**src/rtl/mem_arbiter.sv**
```systemverilog
// Round-robin arbiter sharing one memory port between instruction fetch (IF)
// and load/store (LS); a single transaction is outstanding at any time.
module mem_arbiter #(
    parameter int unsigned ADDR_WIDTH = 32,
    parameter int unsigned DATA_WIDTH = 32
) (
    input  logic                    clk,
    input  logic                    rst,

    input  logic                    if_req_valid,
    output logic                    if_req_ready,
    input  logic [ADDR_WIDTH-1:0]   if_addr,
    output logic                    if_rsp_valid,
    output logic [DATA_WIDTH-1:0]   if_rsp_data,

    input  logic                    ls_req_valid,
    output logic                    ls_req_ready,
    input  logic [ADDR_WIDTH-1:0]   ls_addr,
    input  logic                    ls_wen,
    input  logic [DATA_WIDTH-1:0]   ls_wdata,
    input  logic [DATA_WIDTH/8-1:0] ls_wmask,
    output logic                    ls_rsp_valid,
    output logic [DATA_WIDTH-1:0]   ls_rsp_data,

    output logic                    mem_req_valid,
    input  logic                    mem_req_ready,
    output logic [ADDR_WIDTH-1:0]   mem_addr,
    output logic                    mem_wen,
    output logic [DATA_WIDTH-1:0]   mem_wdata,
    output logic [DATA_WIDTH/8-1:0] mem_wmask,
    input  logic                    mem_rsp_valid,
    input  logic [DATA_WIDTH-1:0]   mem_rsp_data
);

    typedef enum logic [1:0] {
        IDLE = 2'd0,
        REQ  = 2'd1,
        WAIT = 2'd2
    } state_t;

    typedef enum logic {
        OWN_IF = 1'b0,
        OWN_LS = 1'b1
    } owner_t;

    state_t                  state_q, state_d;
    owner_t                  owner_q, owner_d;
    owner_t                  last_grant_q, last_grant_d;

    logic                    mem_req_valid_q, mem_req_valid_d;
    logic [ADDR_WIDTH-1:0]   mem_addr_q, mem_addr_d;
    logic                    mem_wen_q, mem_wen_d;
    logic [DATA_WIDTH-1:0]   mem_wdata_q, mem_wdata_d;
    logic [DATA_WIDTH/8-1:0] mem_wmask_q, mem_wmask_d;

    logic                    if_rsp_valid_q, if_rsp_valid_d;
    logic [DATA_WIDTH-1:0]   if_rsp_data_q, if_rsp_data_d;
    logic                    ls_rsp_valid_q, ls_rsp_valid_d;
    logic [DATA_WIDTH-1:0]   ls_rsp_data_q, ls_rsp_data_d;

    logic                    grant_if, grant_ls;

    // Grant is combinational so the winner sees ready in its request cycle;
    // held off during reset so no request is accepted and then discarded.
    always_comb begin
        grant_if = 1'b0;
        grant_ls = 1'b0;
        if (state_q == IDLE && !rst) begin
            if (if_req_valid && ls_req_valid) begin
                if (last_grant_q == OWN_IF) begin
                    grant_ls = 1'b1;
                end else begin
                    grant_if = 1'b1;
                end
            end else begin
                grant_if = if_req_valid;
                grant_ls = ls_req_valid;
            end
        end
    end

    always_comb begin
        state_d         = state_q;
        owner_d         = owner_q;
        last_grant_d    = last_grant_q;
        mem_req_valid_d = mem_req_valid_q;
        mem_addr_d      = mem_addr_q;
        mem_wen_d       = mem_wen_q;
        mem_wdata_d     = mem_wdata_q;
        mem_wmask_d     = mem_wmask_q;
        if_rsp_valid_d  = 1'b0;
        if_rsp_data_d   = if_rsp_data_q;
        ls_rsp_valid_d  = 1'b0;
        ls_rsp_data_d   = ls_rsp_data_q;

        case (state_q)
            IDLE: begin
                if (grant_ls) begin
                    state_d         = REQ;
                    owner_d         = OWN_LS;
                    last_grant_d    = OWN_LS;
                    mem_req_valid_d = 1'b1;
                    mem_addr_d      = ls_addr;
                    mem_wen_d       = ls_wen;
                    mem_wdata_d     = ls_wdata;
                    mem_wmask_d     = ls_wmask;
                end else if (grant_if) begin
                    state_d         = REQ;
                    owner_d         = OWN_IF;
                    last_grant_d    = OWN_IF;
                    mem_req_valid_d = 1'b1;
                    mem_addr_d      = if_addr;
                    mem_wen_d       = 1'b0;
                    mem_wdata_d     = '0;
                    mem_wmask_d     = '0;
                end
            end
            REQ: begin
                if (mem_req_ready) begin
                    state_d         = WAIT;
                    mem_req_valid_d = 1'b0;
                end
            end
            WAIT: begin
                if (mem_rsp_valid) begin
                    state_d = IDLE;
                    if (owner_q == OWN_LS) begin
                        ls_rsp_valid_d = 1'b1;
                        ls_rsp_data_d  = mem_rsp_data;
                    end else begin
                        if_rsp_valid_d = 1'b1;
                        if_rsp_data_d  = mem_rsp_data;
                    end
                end
            end
            default: begin
                state_d         = IDLE;
                mem_req_valid_d = 1'b0;
            end
        endcase
    end

    always_ff @(posedge clk) begin
        if (rst) begin
            state_q         <= IDLE;
            owner_q         <= OWN_IF;
            last_grant_q    <= OWN_IF;
            mem_req_valid_q <= 1'b0;
            mem_addr_q      <= '0;
            mem_wen_q       <= 1'b0;
            mem_wdata_q     <= '0;
            mem_wmask_q     <= '0;
            if_rsp_valid_q  <= 1'b0;
            if_rsp_data_q   <= '0;
            ls_rsp_valid_q  <= 1'b0;
            ls_rsp_data_q   <= '0;
        end else begin
            state_q         <= state_d;
            owner_q         <= owner_d;
            last_grant_q    <= last_grant_d;
            mem_req_valid_q <= mem_req_valid_d;
            mem_addr_q      <= mem_addr_d;
            mem_wen_q       <= mem_wen_d;
            mem_wdata_q     <= mem_wdata_d;
            mem_wmask_q     <= mem_wmask_d;
            if_rsp_valid_q  <= if_rsp_valid_d;
            if_rsp_data_q   <= if_rsp_data_d;
            ls_rsp_valid_q  <= ls_rsp_valid_d;
            ls_rsp_data_q   <= ls_rsp_data_d;
        end
    end

    assign if_req_ready  = grant_if;
    assign ls_req_ready  = grant_ls;
    assign mem_req_valid = mem_req_valid_q;
    assign mem_addr      = mem_addr_q;
    assign mem_wen       = mem_wen_q;
    assign mem_wdata     = mem_wdata_q;
    assign mem_wmask     = mem_wmask_q;
    assign if_rsp_valid  = if_rsp_valid_q;
    assign if_rsp_data   = if_rsp_data_q;
    assign ls_rsp_valid  = ls_rsp_valid_q;
    assign ls_rsp_data   = ls_rsp_data_q;

    a_one_ready: assert property (@(posedge clk) !(if_req_ready && ls_req_ready));
    a_one_rsp:   assert property (@(posedge clk) !(if_rsp_valid_q && ls_rsp_valid_q));

endmodule

```
**config.mk**
```make
export PLATFORM = sky130hd
export DESIGN_NAME = mem_arbiter
export DESIGN_NICKNAME = d
export VERILOG_FILES = /design/src/rtl/mem_arbiter.sv
export SDC_FILE = /design/constraint.sdc
export NUM_CORES = 1
export LEC_CHECK = 0
export CAP_MARGIN = 10
export CORE_MARGIN = 3
export CORE_UTILIZATION = 43
export CTS_CLUSTER_SIZE = 40
export DETAILED_ROUTE_END_ITERATION = 7
export PLACE_DENSITY = 0.85
export SETUP_SLACK_MARGIN = 0.1
export SYNTH_ARGS = -nofsm -noshare
export SYNTH_HDL_FRONTEND = slang
export SYNTH_SLANG_ARGS = --single-unit
```
**constraint.sdc**
```tcl
create_clock -name clk -period 2.35 [get_ports clk]
set_input_delay 0.5875 -clock clk [delete_from_list [all_inputs] [get_ports clk]]
set_output_delay 0.5875 -clock clk [all_outputs]
set_load 0.05 [all_outputs]
```
==> results of run 1 <==
-- routing by layer --
layer / wire, um / up-vias
li1: - / 2844
met1: 6910 / 2746
met2: 9770 / 221
met3: 1590 / 45
met4: 621 / 0
met5: 0 / -
-- layout make-up --
class	instances	area share
repair buffers	293	0.334
flip-flops and latches	139	0.307
multi-input cells	460	0.260
clock buffers	21	0.0519
clock inverters	10	0.0232
well taps	168	0.0232
inverters	2	0.000828
-- power groups by stage --
stage               logic [W]  registers, W  clock network, W
floorplan            0.000393       0.00287                 0
global placement      0.00121       0.00255                 0
detailed placement    0.00122       0.00256                 0
CTS                   0.00123       0.00251           0.00311
global route          0.00129       0.00252           0.00322
finish                0.00122       0.00251           0.00307
-- cells in the final DEF (no fill, tap or decap), drive strengths merged --
master	n
a21bo	1
a21boi	1
clkbuf	21
o21ai	72
bufinv	6
a311oi	32
nor4bb	1
dfxtp	139
or3	1
and4b	1
nand3b	2
nor3	1
clkdlybuf4s50	271
nand3	69
buf	20
a21oi	136
nand4b	1
inv	4
clkinvlp	1
or2	1
nand2	133
nor2	7
nand4bb	1
clkinv	1
dlygate4sd2	2
-- registers in the layout (all words and copies together) (netlist names) --
name	flops
ls_rsp_valid	1
last_grant_q	1
if_rsp_data	32
mem_wmask	4
mem_wen	1
if_rsp_valid	1
ls_rsp_data	32
state_q	2
mem_addr	32
mem_req_valid	1
mem_wdata	32
-- per-stage QoR --
step	instances	hold slack, ps	total power, W
after global placement	1062	441	0.00376
final	1093	450	0.00680
after floorplan	675	562	0.00326
after detailed placement	1062	445	0.00377
after global routing	1093	474	0.00703
after CTS	1093	453	0.00685
-- kinds of logic (layout without fill, tap and decap cells) --
| family | after synthesis | count (layout) |
|---|---|---|
| buffers and inverters | 76 | 326 |
| flip-flops | 139 | 139 |
| AO/OA/AOI/OAI | 242 | 242 |
| AND/OR/NAND/NOR | 218 | 218 |
-- how the worst min path moves through the flow --
stage	end	slack [ps]	start	cells past startpoint
floorplan	state_q[1]	560	state_q[1]	3
global placement	ls_rsp_data[27]	440	ls_rsp_data[27]	2
detailed placement	ls_rsp_data[2]	450	ls_rsp_data[2]	2
CTS	ls_rsp_data[2]	450	ls_rsp_data[2]	2
global route	ls_rsp_data[19]	470	ls_rsp_data[19]	2
finish	ls_rsp_data[2]	450	ls_rsp_data[2]	2
-- what timing repair did --
action | CTS | global route
hold buffers | 0 | 0
setup endpoints to repair | 2 | 0
gates resized for setup | 2 | 0
endpoints found under the hold margin | 0 | 0
==> impl_results.md, run 1 <==
- Worst reg2reg path startpoint: state_q[1]
- CP startpoint: mem_addr[25]
- Min-Delay Path Class: reg -> reg
- Synth-to-layout area growth: 63.7%
- Tcrit/Tclk final: 0.936
- Die height: 119 um
- Peak VDD IR: 618 uV
- Sequential share of power: 0.369
- Tot GR Track Use: 0.259
- RSZ-0062 raised after global routing: false
- Synth Area in XOR/XNOR: 0
- Post-synthesis sequential area ratio: 0.503
- Crit-path max FO: 2
- Post-synth top cells: dfxtp_1 (139), a21oi_1 (136), nand2_1 (133)
- Routing usage on met1: 0.282
- Reg-to-reg slack, setup: 490 ps
- Mapped Cells: 675
- Antenna-violating nets left: 0
- CP top delay family: buffers and inverters
- Cell area power density: 751 nW/um2
- Vias in the first global route: 5,884
- P_int: 0.00503 W
- Final Hold Viols: 0
- Worst-skew pair later-pin latency: 410 ps
- Clock share of power: 0.452
- Drt drc: 0
- Core Area: 12,300 um2
- Synth Area in Adders: 0
- CP Capture Point: mem_addr[25]
- GRT Max-Usage Layer: met2
- Initial DRT Pass Iterations: 5
- Post-synthesis net count: 814
- Initial antenna violation count: 0
- FF-to-FF End: mem_addr[24]
- Yosys reg bits: 139
- Largest family of logic cells by synthesized area: compound AO/OA/AOI/OAI gates
- Net Sw Frac: 0.260
- Slew headroom: 0.551
- CTS sink count: 139
- Area contributors post-synth: dfxtp_1 (50%), a21oi_1 (12%), nand2_1 (9.0%), nand3_1 (6.2%), o21ai_1 (6.2%)
- Final min period: 2200 ps
- Fmax: 454 MHz
- CP Class: reg -> out
- Vias post-DR: 5,856
- Cell breakdown of the critical path: clkdlybuf4s50_1
- Post-Place Setup Slack: -33.7 ps
- Final setup viols: 0
- First-pass GRT wire length: 29.9 mm
- IO Count: 277
- 1st-iter DRT viols: 453
- Clock transition at path regs: 50 ps
- Number of flops mapped to enable cells by yosys: 0
- Worst slew pin tran: 673 ps
- Htree depth: 4
- GR Overflow Total: 0
- Routed WL: 18.9 mm
- Area share of the largest cell type after synthesis: 0.503
- Die area: 14,300 um2
- WP data required: 1760 ps
- Area of the multi-input gates: 2350 um2
- Simple-Gate Fraction of Synth Area: 0.177
- CTS Buffer Depth: 2
- Sequential cell area: 2780 um2
- Most common cell in the synthesized netlist: dfxtp_1
- GR Layer Usage met2: 0.454
- CTS tree: done
- Arr. time, crit path: 1610 ps
- Nets: 1,052
- Synthesized area per cell: 8.20 um2
- Share of synthesized area spent on multiplexers: 0
- Setup_tns: 0 ps
- Vias/cell: 5.36
- Pleak: 3.07 nW
- Fraction of registers with async set/reset: 0
- GP Congestion: 0.816
- Die X: 119 um
- Final Core Density: 0.736
- Antenna Cells: 0
- CP max stage delay: 830 ps
- Met3 Use GR: 0.0969
- Outcome: completed
- Worst path depth: 1
- Num CTS Buffers: 17
- Dpl cell area: 8390 um2
- Layout fillers: 911
- Yosys cell types: 25
- Core Rows: 40
- Initial Utilization: 0.450
- Reg2reg path depth: 5
- Max_cap viols: 0
- Fraction of final layout cells sized beyond drive strength 1: 0.0638
- Final instance area: 9060 um2
- Worst path bufs/invs: 1
- Net Switching: 0.00177 W
- Setup ws final: 150 ps
- Drt wl/cell: 17.3 um
- Number of port buffers: 276
- Post-Syn Area: 5540 um2
- Slew Viols, Final: 0
- Post-synth top area cell: dfxtp_1
- Compound-cell area share of the yosys netlist: 0.243
- Post-CTS Setup Inserts: 0
- Critical path's slowest cell: clkdlybuf4s50_1
- Skew final: 8.07 ps
- Gate power share: 0.180
- YS warnings: 0
- Main flop type after synthesis: dfxtp_1
- CP Capture Type: primary output
- DP HPWL: 12.4 mm
- Largest net degree at the start of global routing: 140
- Clock root buffer: clkbuf_16
- Startpoint types: register
(Power assumes the default switching activity.)
==> run 2: changes to the inputs <==
- REMOVE_ABC_BUFFERS: not set -> 1
==> run 2 against run 1 <==
Effect of this change:
- combinational power about the same
- global-route usage down 0.81 points
- first-iteration DRC count up 27%
- critical path depth unchanged
- critical endpoint is now if_rsp_data[26]
==> impl_results.md, run 2 (synthesis gave the netlist of run 1 again) <==
- Outcome: completed
- GR Overflow Total: 0 (unchanged)
- Largest net degree at the start of global routing: 103 (-26%)
- Clock root buffer: clkbuf_16
- First-pass GRT wire length: 29.0 mm (-3.0%)
- Commonest non-fill, non-tap cell in the layout: clkdlybuf4s50_1
- Critical path's slowest cell: clkdlybuf4s50_1
- Skew final: 5.97 ps (-2.10 ps)
- Min-Delay Path Class: reg -> reg
- Tot GR Track Use: 0.251 (-0.00810)
- Net Switching: 0.00176 W (-0.70%)
- Crit-path max FO: 2 (unchanged)
- Gate power share: 0.188 (+0.008)
- Htree depth: 4 (unchanged)
- WP data required: 1760 ps (about the same)
- Fmax: 455 MHz (about the same)
- Final min period: 2200 ps (-0.910 ps)
- Drt drc: 0 (unchanged)
- Max_cap viols: 0 (unchanged)
- Most frequent cells in the layout: clkdlybuf4s50_1 (272), dfxtp_1 (138), a21oi_1 (136)
- Slew headroom: 0.516 (-0.0352)
- Nets: 1,051 (-0.095%)
- Final Core Density: 0.729 (-0.00681)
- Core Area: 12,300 um2 (unchanged)
- Cell breakdown of the critical path: clkdlybuf4s50_1
- CTS Buffer Depth: 2 (unchanged)
- Vias post-DR: 5,878 (+0.38%)
- Sequential share of power: 0.388 (+0.019)
- DP Cell Count: 1,060 (-0.19%)
- Cts hold-fix bufs: 0 (unchanged)
- Fin cells: 1,093 (unchanged)
- Worst-skew pair later-pin latency: 410 ps (about the same)
- Layout fillers: 925 (+1.5%)
- Initial DRT Pass Iterations: 5 (unchanged)
- CP Capture Type: primary output
- GP Congestion: 0.809 (-0.76%)
- Final Hold Viols: 0 (unchanged)
- Clock share of power: 0.424 (-0.028)
- CP Class: reg -> out
- Vias/cell: 5.38 (+0.38%)
- Tcrit/Tclk final: 0.936 (about the same)
- CP top delay family: buffers and inverters
- Peak VDD IR: 498 uV (-19%)
- Cell area power density: 720 nW/um2 (-4.0%)
- Startpoint types: register
- P_int: 0.00471 W (-6.4%)
- Number of port buffers: 276 (unchanged)
- Core Rows: 40 (unchanged)
- Die area: 14,300 um2 (unchanged)
- IO Count: 277 (unchanged)
- Routed WL: 18.6 mm (-1.7%)
- Slew Viols, Final: 0 (unchanged)
- Worst slew pin tran: 726 ps (+52.7 ps)
- Initial antenna violation count: 0 (unchanged)
- Initial Utilization: 0.450 (unchanged)
- DP HPWL: 12.3 mm (-0.46%)
- Antenna-violating nets left: 0 (unchanged)
- CTS sink count: 139 (unchanged)
- RSZ-0062 raised after global routing: false
- Num CTS Buffers: 17 (unchanged)
- Final setup viols: 0 (unchanged)
- Drt wl/cell: 17.0 um (-1.7%)
- Die height: 119 um (unchanged)
- Arr. time, crit path: 1610 ps (about the same)
- Antenna Cells: 0 (unchanged)
- Net Sw Frac: 0.272 (+0.0116)
- CP max stage delay: 830 ps (about the same)
- Pleak: 3.02 nW (-1.4%)
- Die X: 119 um (unchanged)
- Vias in the first global route: 5,687 (-3.3%)
- Synth-to-layout area growth: 62.2%
- Worst path bufs/invs: 1 (unchanged)
- CTS tree: done
- Fraction of final layout cells sized beyond drive strength 1: 0.0649 (+0.00108)
- 1st-iter DRT viols: 574 (+27%)
- Clock transition at path regs: 60 ps (about the same)
[run 2: final timing paths]
kind,cells after the start,end,slack (ps),start
worst max-delay path,1,if_rsp_data[26],150,if_rsp_data[26]
worst min-delay path,2,ls_rsp_data[21],450,ls_rsp_data[21]
worst max register to register,4,mem_addr[17],500,state_q[1]
worst min register to register,2,ls_rsp_data[21],450,ls_rsp_data[21]
[run 2: cell type report]
| class | instances | area [um2] | share of cell area |
|---|---|---|---|
| repair buffers | 292 | 3010 | 0.335 |
| flip-flops and latches | 139 | 2780 | 0.310 |
| multi-input cells | 460 | 2360 | 0.262 |
| clock buffers | 22 | 474 | 0.0528 |
| well taps | 168 | 210 | 0.0234 |
| clock inverters | 10 | 138 | 0.0153 |
| inverters | 2 | 7.51 | 0.000836 |
[run 2: power groups by stage]
| stage | Clock [W] | Sequential [W] | Combinational, W |
|---|---|---|---|
| finish | 0.00274 | 0.00251 | 0.00122 |
| global route | 0.00288 | 0.00252 | 0.00129 |
| CTS | 0.00277 | 0.00251 | 0.00122 |
| detailed placement | 0 | 0.00256 | 0.00121 |
| global placement | 0 | 0.00255 | 0.00121 |
| floorplan | 0 | 0.00287 | 0.000283 |
[run 2: timing repair]
action | 4_1_cts | 5_1_grt
setup buffers | 0 | 1
resized for setup | 3 | 2
setup endpoints to repair | 1 | 2
pin swaps | 0 | 0
[run 2: routing by layer]
layer,GRT usage,part of all wire,wire [um],up-vias
li1,-,-,-,2842
met1,0.273,0.37,6890,2701
met2,0.441,0.50,9260,297
met3,0.0997,0.11,1970,38
met4,0.0938,0.025,456,0
met5,0,0,0,-
[run 2: per-stage QoR]
| step | hold slack (ps) | instance area (um2) | setup slack, ps | setup TNS [ps] | power (W) |
|---|---|---|---|---|---|
| after floorplan | 528 | 5110 | -1180 | -63200 | 0.00316 |
| after global placement | 440 | 8350 | 136 | 0 | 0.00376 |
| after detailed placement | 446 | 8350 | 111 | 0 | 0.00377 |
| after CTS | 454 | 8970 | 106 | 0 | 0.00650 |
| after global routing | 469 | 8980 | 95.5 | 0 | 0.00669 |
| final | 451 | 8980 | 151 | 0 | 0.00647 |
==> run 3: changes to the inputs <==
- SETUP_SLACK_MARGIN: 0.1 -> not set
==> run 3 against run 2 <==
Effect of this change:
- hold slack about the same
- clock-buffer cell count unchanged
- critical path type unchanged
- power about the same
- clock skew about the same
- first-iteration DRC count increased by 4.5%
==> impl_results.md, run 3 (synthesis gave the netlist of run 1 again) <==
- IO Count: 277 (unchanged)
- Critical path's slowest cell: or3_2
- Setup ws final: 104 ps (-46.5 ps)
- Synth-to-layout area growth: 61.9%
- Number of port buffers: 276 (unchanged)
- Initial antenna violation count: 0 (unchanged)
- Crit-path max FO: 10 (+8)
- Drt wl/cell: 17.0 um (about the same)
- Most frequent cells in the layout: clkdlybuf4s50_1 (272), dfxtp_1 (138), a21oi_1 (136)
- Initial Utilization: 0.450 (unchanged)
- Tcrit/Tclk final: 0.956 (+0.0198)
- Hold Path End: ls_rsp_data[21]
- Num CTS Buffers: 17 (unchanged)
- Fmax: 445 MHz (-2.1%)
- Routed WL: 18.5 mm (-0.12%)
- GR Overflow Total: 0 (unchanged)
- CP Capture Type: primary output
- Initial DRT Pass Iterations: 5 (unchanged)
- Reg2reg path depth: 4 (unchanged)
- Vias post-DR: 5,845 (-0.56%)
- RSZ-0062 raised after global routing: false
- Peak VDD IR: 498 uV (about the same)
- Hold_sp: ls_rsp_data[21]
- Post-Place Setup Slack: 111 ps (unchanged)
- DP HPWL: 12.3 mm (unchanged)
- Cell breakdown of the critical path: or3_2 > nor2_2 > buf_12
- Final Hold Viols: 0 (unchanged)
- 1st-iter DRT viols: 600 (+4.5%)
- Arr. time, crit path: 1660 ps (+50 ps)
- WP data required: 1760 ps (about the same)
- Nets: 1,050 (-0.095%)
- Clock root buffer: clkbuf_16
- Die X: 119 um (unchanged)
- Core Rows: 40 (unchanged)
- Slew headroom: 0.511 (-0.00481)
- FF-to-FF End: mem_addr[17]
- Clock transition at path regs: 60 ps (about the same)
- Vias/cell: 5.35 (-0.47%)
- CTS sink count: 139 (unchanged)
- Worst-skew pair later-pin latency: 410 ps (about the same)
- GP Congestion: 0.809 (unchanged)
- Final Core Density: 0.728 (-0.00132)
- Commonest non-fill, non-tap cell in the layout: clkdlybuf4s50_1
- Pleak: 3.02 nW (-0.20%)
- Post-CTS Setup Inserts: 0 (unchanged)
- Slew Viols, Final: 0 (unchanged)
- Die height: 119 um (unchanged)
- Startpoint types: register
- Max_cap viols: 0 (unchanged)
- Final instance area: 8960 um2 (-0.18%)
- Cts hold-fix bufs: 0 (unchanged)
- Reg-to-reg slack, setup: 380 ps (-120 ps)
- Die area: 14,300 um2 (unchanged)
- Dpl cell area: 8350 um2 (unchanged)
- WHS Path Cells: 2 (unchanged)
- Power Total: 0.00646 W (about the same)
- Tot GR Track Use: 0.251 (-0.000501)
- Drt drc: 0 (unchanged)
- CP max stage delay: 550 ps (-280 ps)
- CTS Buffer Depth: 2 (unchanged)
- Antenna-violating nets left: 0 (unchanged)
- First-pass GRT wire length: 28.9 mm (-0.21%)
- Final setup viols: 0 (unchanged)
- Skew final: 5.89 ps (-0.0759 ps)
- CTS-repair resized insts: 1 (-2)
- CTS tree: done
- Worst slew pin tran: 733 ps (+7.21 ps)
- Outcome: completed
- Fraction of final layout cells sized beyond drive strength 1: 0.0639 (-0.00101)
- Core Area: 12,300 um2 (unchanged)
- Final min period: 2250 ps (+46.5 ps)
- CP Class: reg -> out
- Vias in the first global route: 5,672 (-0.26%)
- Cell area power density: 721 nW/um2 (about the same)
- Min-Delay Path Class: reg -> reg
- Worst reg2reg path startpoint: state_q[1]
- Largest net degree at the start of global routing: 103 (unchanged)
- Antenna Cells: 0 (unchanged)
- Htree depth: 4 (unchanged)
[run 3: cell types whose count changed in the layout (fill, tap and decap cells not counted), sizes merged]
| cell | delta |
|---|---|
| buf | -1 |
[run 3: worst max path at each step]
stage	cells after the start	endpoint	from	slack [ps]
after global placement	5	ls_req_ready	ls_req_valid	140
after detailed placement	5	mem_addr[19]	rst	110
after CTS	3	if_req_ready	state_q[1]	20
after global routing	3	if_req_ready	state_q[1]	50
after floorplan	3	ls_req_ready	rst	-1180
final	3	if_req_ready	state_q[1]	100
[run 3: metal layers]
layer  GRT usage  vias to the layer above  part of all wire
met4      0.0902                        0             0.022
met5           0                        -                 0
met1       0.272                     2674              0.37
met2       0.441                      297              0.50
li1            -                     2840                 -
met3      0.0997                       34              0.11
[run 3: area by class of cell]
| cell class | count | area [um2] |
|---|---|---|
| Clock buffer | 22 | 474 |
| Clock inverter | 10 | 138 |
| Fill cell | 928 | 3350 |
| Inverter | 2 | 7.51 |
| Multi-Input combinational cell | 460 | 2350 |
| Sequential cell | 139 | 2780 |
| Tap cell | 168 | 210 |
| Timing Repair Buffer | 291 | 3000 |
[run 3: critical path: cells and delay by family, from the launching register on]
family        cells  cell delay (ps)
flops             1              380
buf+inv           1              150
simple gates      2              720
[run 3: per-stage QoR]
stage	hold slack, ps	setup TNS [ps]	std cells
after CTS	454	0	1092
after global routing	469	0	1092
after detailed placement	446	0	1060
after global placement	440	0	1060
after floorplan	528	-63200	601
final	450	0	1092
[run 3: power breakdown]
| group | switching, W | internal (W) | total (W) |
|---|---|---|---|
| logic | 0.000714 | 0.000499 | 0.00121 |
| clock network | 0.000986 | 0.00175 | 0.00274 |
| registers | 0.0000547 | 0.00245 | 0.00251 |
